===== src/rtl/uart_hex_parser_if.sv =====
// Byte-stream and result bundle between the UART receiver side
// and the hex line parser.
interface uart_hex_parser_if #(
    parameter int NUM_DIGITS = 4
);
    localparam int W  = 4 * NUM_DIGITS;
    localparam int CW = $clog2(NUM_DIGITS + 1);

    logic [7:0]    rx_data;
    logic          rx_valid;
    logic [W-1:0]  value;
    logic          value_valid;
    logic          error;
    logic [CW-1:0] digit_count;
    logic          busy;

    modport master (
        output rx_data, rx_valid,
        input  value, value_valid, error, digit_count, busy
    );

    modport slave (
        input  rx_data, rx_valid,
        output value, value_valid, error, digit_count, busy
    );
endinterface


===== src/rtl/uart_hex_parser.sv =====
// Assembles ASCII hex digits into a right-aligned value, committing
// on CR/LF and flagging malformed lines.
module uart_hex_parser #(
    parameter int NUM_DIGITS = 4
) (
    input  logic              clock,
    input  logic              reset,
    uart_hex_parser_if.slave  bus
);
    localparam int W  = 4 * NUM_DIGITS;
    localparam int CW = $clog2(NUM_DIGITS + 1);

    typedef enum logic [1:0] {
        S_IDLE,
        S_ACCUM,
        S_DISCARD
    } state_t;

    state_t        r_state;
    state_t        w_next;
    logic [W-1:0]  r_acc;
    logic [W-1:0]  w_acc_nxt;
    logic [CW-1:0] r_count;
    logic [CW-1:0] w_cnt_nxt;
    logic [W-1:0]  r_value;
    logic          r_value_valid;
    logic          r_error;
    logic          w_commit;
    logic          w_fail;
    logic          w_is_digit;
    logic          w_is_term;
    logic [3:0]    w_nibble;
    logic          w_room;

    always_comb begin
        w_is_digit = 1'b0;
        w_is_term  = 1'b0;
        w_nibble   = 4'd0;
        unique case (1'b1)
            (bus.rx_data >= 8'h30 && bus.rx_data <= 8'h39): begin
                w_is_digit = 1'b1;
                w_nibble   = bus.rx_data[3:0];
            end
            (bus.rx_data >= 8'h41 && bus.rx_data <= 8'h46),
            (bus.rx_data >= 8'h61 && bus.rx_data <= 8'h66): begin
                w_is_digit = 1'b1;
                w_nibble   = bus.rx_data[3:0] + 4'd9;
            end
            (bus.rx_data == 8'h0D || bus.rx_data == 8'h0A): begin
                w_is_term = 1'b1;
            end
            default: ;
        endcase
    end

    assign w_room = (r_count < CW'(NUM_DIGITS));

    always_ff @(posedge clock) begin
        if (reset) r_state <= S_IDLE;
        else       r_state <= w_next;
    end

    always_comb begin
        w_next = r_state;
        if (bus.rx_valid) begin
            unique case (r_state)
                S_IDLE: begin
                    if (w_is_digit)     w_next = S_ACCUM;
                    else if (!w_is_term) w_next = S_DISCARD;
                end
                S_ACCUM: begin
                    if (w_is_term)                w_next = S_IDLE;
                    else if (!w_is_digit || !w_room) w_next = S_DISCARD;
                end
                S_DISCARD: begin
                    if (w_is_term) w_next = S_IDLE;
                end
                default: w_next = S_IDLE;
            endcase
        end
    end

    always_comb begin
        w_acc_nxt = r_acc;
        w_cnt_nxt = r_count;
        w_commit  = 1'b0;
        w_fail    = 1'b0;
        if (bus.rx_valid) begin
            unique case (r_state)
                S_IDLE: begin
                    if (w_is_digit) begin
                        w_acc_nxt = W'(w_nibble);
                        w_cnt_nxt = CW'(1);
                    end
                end
                S_ACCUM: begin
                    if (w_is_term) begin
                        w_commit  = 1'b1;
                        w_acc_nxt = '0;
                        w_cnt_nxt = '0;
                    end else if (w_is_digit && w_room) begin
                        w_acc_nxt = (r_acc << 4) | W'(w_nibble);
                        w_cnt_nxt = r_count + CW'(1);
                    end
                end
                S_DISCARD: begin
                    if (w_is_term) begin
                        w_fail    = 1'b1;
                        w_acc_nxt = '0;
                        w_cnt_nxt = '0;
                    end
                end
                default: begin
                    w_acc_nxt = '0;
                    w_cnt_nxt = '0;
                end
            endcase
        end
    end

    always_ff @(posedge clock) begin
        if (reset) begin
            r_acc         <= '0;
            r_count       <= '0;
            r_value       <= '0;
            r_value_valid <= 1'b0;
            r_error       <= 1'b0;
        end else begin
            r_acc         <= w_acc_nxt;
            r_count       <= w_cnt_nxt;
            r_value_valid <= w_commit;
            r_error       <= w_fail;
            if (w_commit) r_value <= r_acc;
        end
    end

    assign bus.value       = r_value;
    assign bus.value_valid = r_value_valid;
    assign bus.error       = r_error;
    assign bus.digit_count = r_count;
    assign bus.busy        = (r_state != S_IDLE);
endmodule


===== src/flat_wrapper.sv =====
// flat-port wrapper written by rule: the top's interface ports become plain ports
module uart_hex_parser_flat 
#(
    parameter int NUM_DIGITS = 4
)
  (clock, reset, bus_rx_data, bus_rx_valid, bus_value, bus_value_valid, bus_error, bus_digit_count, bus_busy);
  uart_hex_parser_if #(.NUM_DIGITS(NUM_DIGITS)) bus_i ();
  input  logic clock;
  input  logic reset;
  input wire logic [$bits(bus_i.rx_data)-1:0] bus_rx_data;
  input wire logic [$bits(bus_i.rx_valid)-1:0] bus_rx_valid;
  output wire logic [$bits(bus_i.value)-1:0] bus_value;
  output wire logic [$bits(bus_i.value_valid)-1:0] bus_value_valid;
  output wire logic [$bits(bus_i.error)-1:0] bus_error;
  output wire logic [$bits(bus_i.digit_count)-1:0] bus_digit_count;
  output wire logic [$bits(bus_i.busy)-1:0] bus_busy;
  assign bus_i.rx_data = bus_rx_data;
  assign bus_i.rx_valid = bus_rx_valid;
  assign bus_value = bus_i.value;
  assign bus_value_valid = bus_i.value_valid;
  assign bus_error = bus_i.error;
  assign bus_digit_count = bus_i.digit_count;
  assign bus_busy = bus_i.busy;
  uart_hex_parser #(.NUM_DIGITS(NUM_DIGITS)) u_core (.clock(clock), .reset(reset), .bus(bus_i));
endmodule

===== config.mk =====
export PLATFORM = sky130hd
export DESIGN_NAME = uart_hex_parser_flat
export DESIGN_NICKNAME = d
export VERILOG_FILES = /design/src/rtl/uart_hex_parser_if.sv /design/src/rtl/uart_hex_parser.sv /design/src/flat_wrapper.sv
export SDC_FILE = /design/constraint.sdc
export NUM_CORES = 1
export LEC_CHECK = 0
export CORE_ASPECT_RATIO = 0.75
export CORE_MARGIN = 2
export CORE_UTILIZATION = 50
export DETAILED_ROUTE_END_ITERATION = 10
export HOLD_SLACK_MARGIN = 0.02
export PLACE_DENSITY = 0.76
export SETUP_SLACK_MARGIN = 0.4
export SYNTH_ARGS = -nofsm -noshare
export SYNTH_HDL_FRONTEND = slang
export SYNTH_SLANG_ARGS = --single-unit

===== constraint.sdc =====
create_clock -name clock -period 6.4 [get_ports clock]
set_input_delay 1.92 -clock clock [delete_from_list [all_inputs] [get_ports clock]]
set_output_delay 1.92 -clock clock [all_outputs]
set_load 0.005 [all_outputs]

# Word-level counts from Yosys, hierarchy flattened

Index checks and enable logic that the tools add are counted.

Bits in registers: 39
Latch bits: 0
Memory bits (writable): 0
Memory bits (read-only): 0
Input port bits: 11
Output and inout bits: 22
Word-level logic and storage cells: 64
Memories: 0

Add/sub/neg operators: 2
Multiply operators: 0
Divide/modulo/power cells: 0
Magnitude comparators: 7
Eq/ne operators: 9
Shift-type cells: 0
Multiplexer cells: 22
Bitwise gates (word level): 3
Reductions and logical operators: 15

Operators with widths:

| operator                                                          | number |
|---|---|
| 2-to-1 mux 16 bit                                                 | 4 |
| case mux 16 bit (3 select lines)                                  | 1 |
| equality test 8 x 4 -> 1 bit, second input constant               | 2 |
| greater-or-equal comparator 8 x 7 -> 1 bit, second input constant | 2 |
| <= comparator 8 x 7 -> 1 bit, second input constant               | 2 |
| OR 16 x 4 -> 16 bit                                               | 1 |
| 2-to-1 mux 3 bit                                                  | 4 |
| 2-to-1 mux 2 bit                                                  | 5 |
| case mux 3 bit (3 select lines)                                   | 1 |
| greater-or-equal comparator 8 x 6 -> 1 bit, second input constant | 1 |
| <= comparator 8 x 6 -> 1 bit, second input constant               | 1 |
| case mux 4 bit (2 select lines)                                   | 1 |
| AND reduction 4 bit                                               | 2 |
| != test 3 x 1 -> 1 bit, second input constant                     | 2 |
| case mux 2 bit (3 select lines)                                   | 1 |
| OR reduction 3 bit                                                | 2 |
| 2-to-1 mux 1 bit                                                  | 5 |
| adder 4 bit, second input constant                                | 1 |
| logical AND 1 bit                                                 | 4 |
| != test 2 x 1 -> 1 bit, second input constant                     | 2 |
| adder 3 x 1 -> 3 bit, second input constant                       | 1 |
| < comparator 3 bit, second input constant                         | 1 |
| != test 3 x 2 -> 1 bit, second input constant                     | 1 |
| equality test 2 x 1 -> 1 bit, second input constant               | 1 |
| 7 further kinds                                                   | 10 |

# Depth between registers and ports, before layout

Depth after elaboration: 9
Depth in mapped cells: 9
Depth with buffers taken out: 7

# Least setup slack after synthesis

OpenSTA, ideal clock, no wires.

Path type: input -> register
From: input port bus_rx_data[0]
To: register u_core.r_acc[1]
Setup time: 121 ps
Arrival time: 3458 ps
Required time: 6279 ps
Slack: 2821 ps
Stages on the path: 7
Path buffers: 0
Path through: inv_1 > ha_1 > or3b_2 > nand3_2 > a22oi_2 > o21ai_4 > mux2_2

Longest elaborated chain between the ends: 8
Elaborated cells on any way between the ends: 28
Classes of those cells: 1 x add/sub; 6 x order compare; 5 x eq/ne; 7 x mux; 1 x bitwise; 8 x reduce/logical

RTL lines:

| what                                                                     | RTL line                                     | source |
|---|---|---|
| from (decl)                                                              | flat_wrapper.sv:10                           | `input wire logic [$bits(bus_i.rx_data)-1:0] bus_rx_data;` |
| greater-or-equal comparator 8 x 7 -> 1 bit, or another cell as far along | uart_hex_parser.sv:45                        | `(bus.rx_data >= 8'h61 && bus.rx_data <= 8'h66): begin` |
| logical AND 1 bit, on equally long branches                              | uart_hex_parser.sv:45, uart_hex_parser.sv:44 |  |
| OR reduction 2 bit                                                       | --                                           |  |
| case mux 4 bit (2 select lines)                                          | uart_hex_parser.sv:39                        | `unique case (1'b1)` |
| OR 16 x 4 -> 16 bit                                                      | uart_hex_parser.sv:102                       | `w_acc_nxt = (r_acc << 4) \| W'(w_nibble);` |
| 2-to-1 mux 16 bit                                                        | uart_hex_parser.sv:101                       | `end else if (w_is_digit && w_room) begin` |
| 2-to-1 mux 16 bit                                                        | uart_hex_parser.sv:97                        | `if (w_is_term) begin` |
| case mux 16 bit (3 select lines)                                         | uart_hex_parser.sv:89                        | `unique case (r_state)` |
| to (signal assigned)                                                     | uart_hex_parser.sv:129                       | `r_acc <= w_acc_nxt;` |
| to (decl)                                                                | uart_hex_parser.sv:21                        | `logic [W-1:0] r_acc;` |

Several ways; a longest one is shown, not always the timed one. The select of a mux whose other input is x is not followed.
A chain may end at the register's enable or synchronous reset.

==> flow_metrics.env <==
export IMPL_clk_latency_ps=290
export IMPL_yosysWarnings=0
export IMPL_boundaryPins=33
export IMPL_finalNetCount=230
export IMPL_rsz0062_at_grt="false"
export IMPL_relSlewSlack_pct=40.2
export IMPL_die_w_microns=72.7
export IMPL_dpl_cell_count=247
export IMPL_drt_pass1_iter_count=4
export IMPL_finalMaxSlewViolations=0
export IMPL_hold_buffers=0
export IMPL_htreeDepth=2
export IMPL_skew_ps=4.57
export IMPL_syn_area_per_cell_sq_um=9.47
export IMPL_track_usage_pct=20.8
export IMPL_core_sq_um=3330
export IMPL_seq_area_frac_synth_pct=44.1
export IMPL_synth_nets=203
export IMPL_grt_pass1_vias=1359
export IMPL_p_leak_nw=0.821
export IMPL_gr_total_overflow=0
export IMPL_fillers=262
export IMPL_synthesis_area_sq_um=1770
export IMPL_finalHoldViolations=0
export IMPL_start_util_pct=53.2
export IMPL_worst_hold_slack_ps=457
export IMPL_peakVddDrop_uv=167
export IMPL_routed_wl_microns=4020
export IMPL_crit_type="in2reg"
export IMPL_finalCriticalPeriod_ps=4380
export IMPL_first_iter_violations=91
export IMPL_fin_crit_sh_pct=68.4
export IMPL_drive_gt1_share_pct=13.0
export IMPL_ant_nets=0
export IMPL_path_clk_slew_ps=70
export IMPL_place_congestion=0.855
export IMPL_max_freq_ghz=0.229
export IMPL_crit_path_end_kind="register"
export IMPL_cts_sinks=39
export IMPL_cts_resized=0
export IMPL_crit_arrival_ps=4600
export IMPL_synthArstFlopShare_pct=0
export IMPL_outcome="finished clean"
export IMPL_grt_max_degree=25
export IMPL_worst_pin_slew_ps=894
export IMPL_post_cts_setup_buffer_count=0
export IMPL_setup_viol=0
export IMPL_synth_cells=187
export IMPL_drc=0
export IMPL_synth_seq_cells=39
export IMPL_worstPathRequired_ps=6630
export IMPL_ys_flop_type="dfxtp_1"
export IMPL_wire_per_inst_microns=15.8
export IMPL_cts_root_buffer_cell="clkbuf_8"
export IMPL_io_buffers=32
export IMPL_clockBufferDepth=2
export IMPL_grt_pass1_wl_microns=6570
export IMPL_startpoint_type="input pin"
export IMPL_tritoncts="done"
export IMPL_crit_fanout=24
export IMPL_drv_cap=0
export IMPL_area_growth_syn_to_layout_pct=24.4
export IMPL_cts_made_buffers=5
export IMPL_tns_ps=0
export IMPL_vias=1469
export IMPL_num_antenna_cells=0
export IMPL_vias_per_cell=5.76
export IMPL_dpl_hpwl_microns=2940
export IMPL_rows=18
export IMPL_die_y_microns=55.6
export IMPL_antenna_found_initial=0
export IMPL_finalNonFillerCells=255
export IMPL_dieArea_sq_um=4040
export IMPL_ys_types=45
export IMPL_synth_edff_count=0
export IMPL_hp_class="reg2reg"
export IMPL_p_per_area_nw_per_um2=237
[final timing paths]
| check | depth (start not counted) | end | start | slack, ps |
|---|---|---|---|---|
| setup / recovery | 5 | u_core.r_acc[7] | reset | 2020 |
| hold reg to reg | 2 | u_core.bus.value[1] | u_core.bus.value[1] | 460 |
| setup reg to reg | 5 | u_core.r_acc[1] | u_core.r_state[0] | 4560 |
| hold / removal | 2 | u_core.bus.value[1] | u_core.bus.value[1] | 460 |
[power breakdown]
group | switching (mW) | internal (mW)
clock network | 0.0823 | 0.156
registers | 0.00219 | 0.244
logic | 0.0209 | 0.0164
[registers in the layout, summed over array words and instances (netlist names)]
register and cells:
u_core.bus.value 16, u_core.r_acc 16, u_core.bus.value_valid 1, u_core.r_state 2
u_core.bus.digit_count 3, u_core.bus.error 1
[per-stage QoR]
step           worst slack (ps)  util, %  power [mW]  instance area, sq um
2_1_floorplan              2820        -       0.273                  1770
3_3_place_gp               1940     62.1       0.286                  2070
3_5_place_dp               1760     62.1       0.288                  2070
4_1_cts                    2060     66.1       0.526                  2200
5_1_grt                    1800     66.1       0.542                  2200
6_report                   2020     66.1       0.521                  2200
[kinds of logic (layout without fill, tap and decap cells)]
kind of cell             count (synthesis)  count (layout)  synth area share (%)
buffers and inverters                   19              47                  5.51
flip-flops                              39              39                  44.1
multiplexers                             6               6                  3.74
AO/OA/AOI/OAI                           49              49                  21.8
AND/OR/NAND/NOR                         68              68                  20.8
adder cells (fa/ha/maj)                  6               6                  4.17
[synthesized netlist by cell type, types with 3 or more instances]
cell	instances	area share [%]
o21ai_0	4	1.1
nand2_1	40	8.5
inv_1	7	1.5
a32o_1	7	4.0
nand3_1	4	1.1
clkbuf_1	6	1.3
a32o_2	6	3.8
nor2_1	5	1.1
buf_6	3	1.9
buf_2	3	0.85
dfxtp_1	39	44
nand3b_1	3	1.3
a21oi_1	17	4.8
mux2i_1	4	2.3
ha_1	5	3.5
[worst max-delay path: stages]
cell and delay, ps:
clkdlybuf4s50_1 870, inv_1 710, nand2_1 220, nor4b_4 670, a32o_1 220
[metal layers]
metal | share of wire, % | GRT usage, % | up-vias
met5 | 0 | 0 | -
met4 | 0.72 | 5.56 | 0
met3 | 5.9 | 5.66 | 4
met2 | 46 | 30.9 | 47
met1 | 47 | 29.8 | 689
li1 | - | - | 729
[area by class of cell]
| class | instances | area [sq um] | area share, % |
|---|---|---|---|
| Clock inverter | 2 | 60.1 | 2.73 |
| Timing Repair Buffer | 32 | 320 | 14.5 |
| Clock buffer | 6 | 72.6 | 3.29 |
| Tap cell | 40 | 50.0 | 2.27 |
| Multi-Input combinational cell | 129 | 893 | 40.5 |
| Sequential cell | 39 | 781 | 35.4 |
| Inverter | 7 | 26.3 | 1.19 |
[layout by cell type (no fill, tap or decap), drive strengths merged, types with 2 or more instances in the layout]
cell and instances:
a21oi 17, dfxtp 39, a32o 13, bufinv 2, nor4b 2, nor3 3
inv 7, nor4 2, clkdlybuf4s50 32, and3 2, clkbuf 6, a31oi 2
nand3 5, a211oi 2, nor2 5, nand2 40, mux2 2, o21ai 6
mux2i 4, ha 5, nand3b 3
No activity file was read; power rests on OpenSTA's default activity.
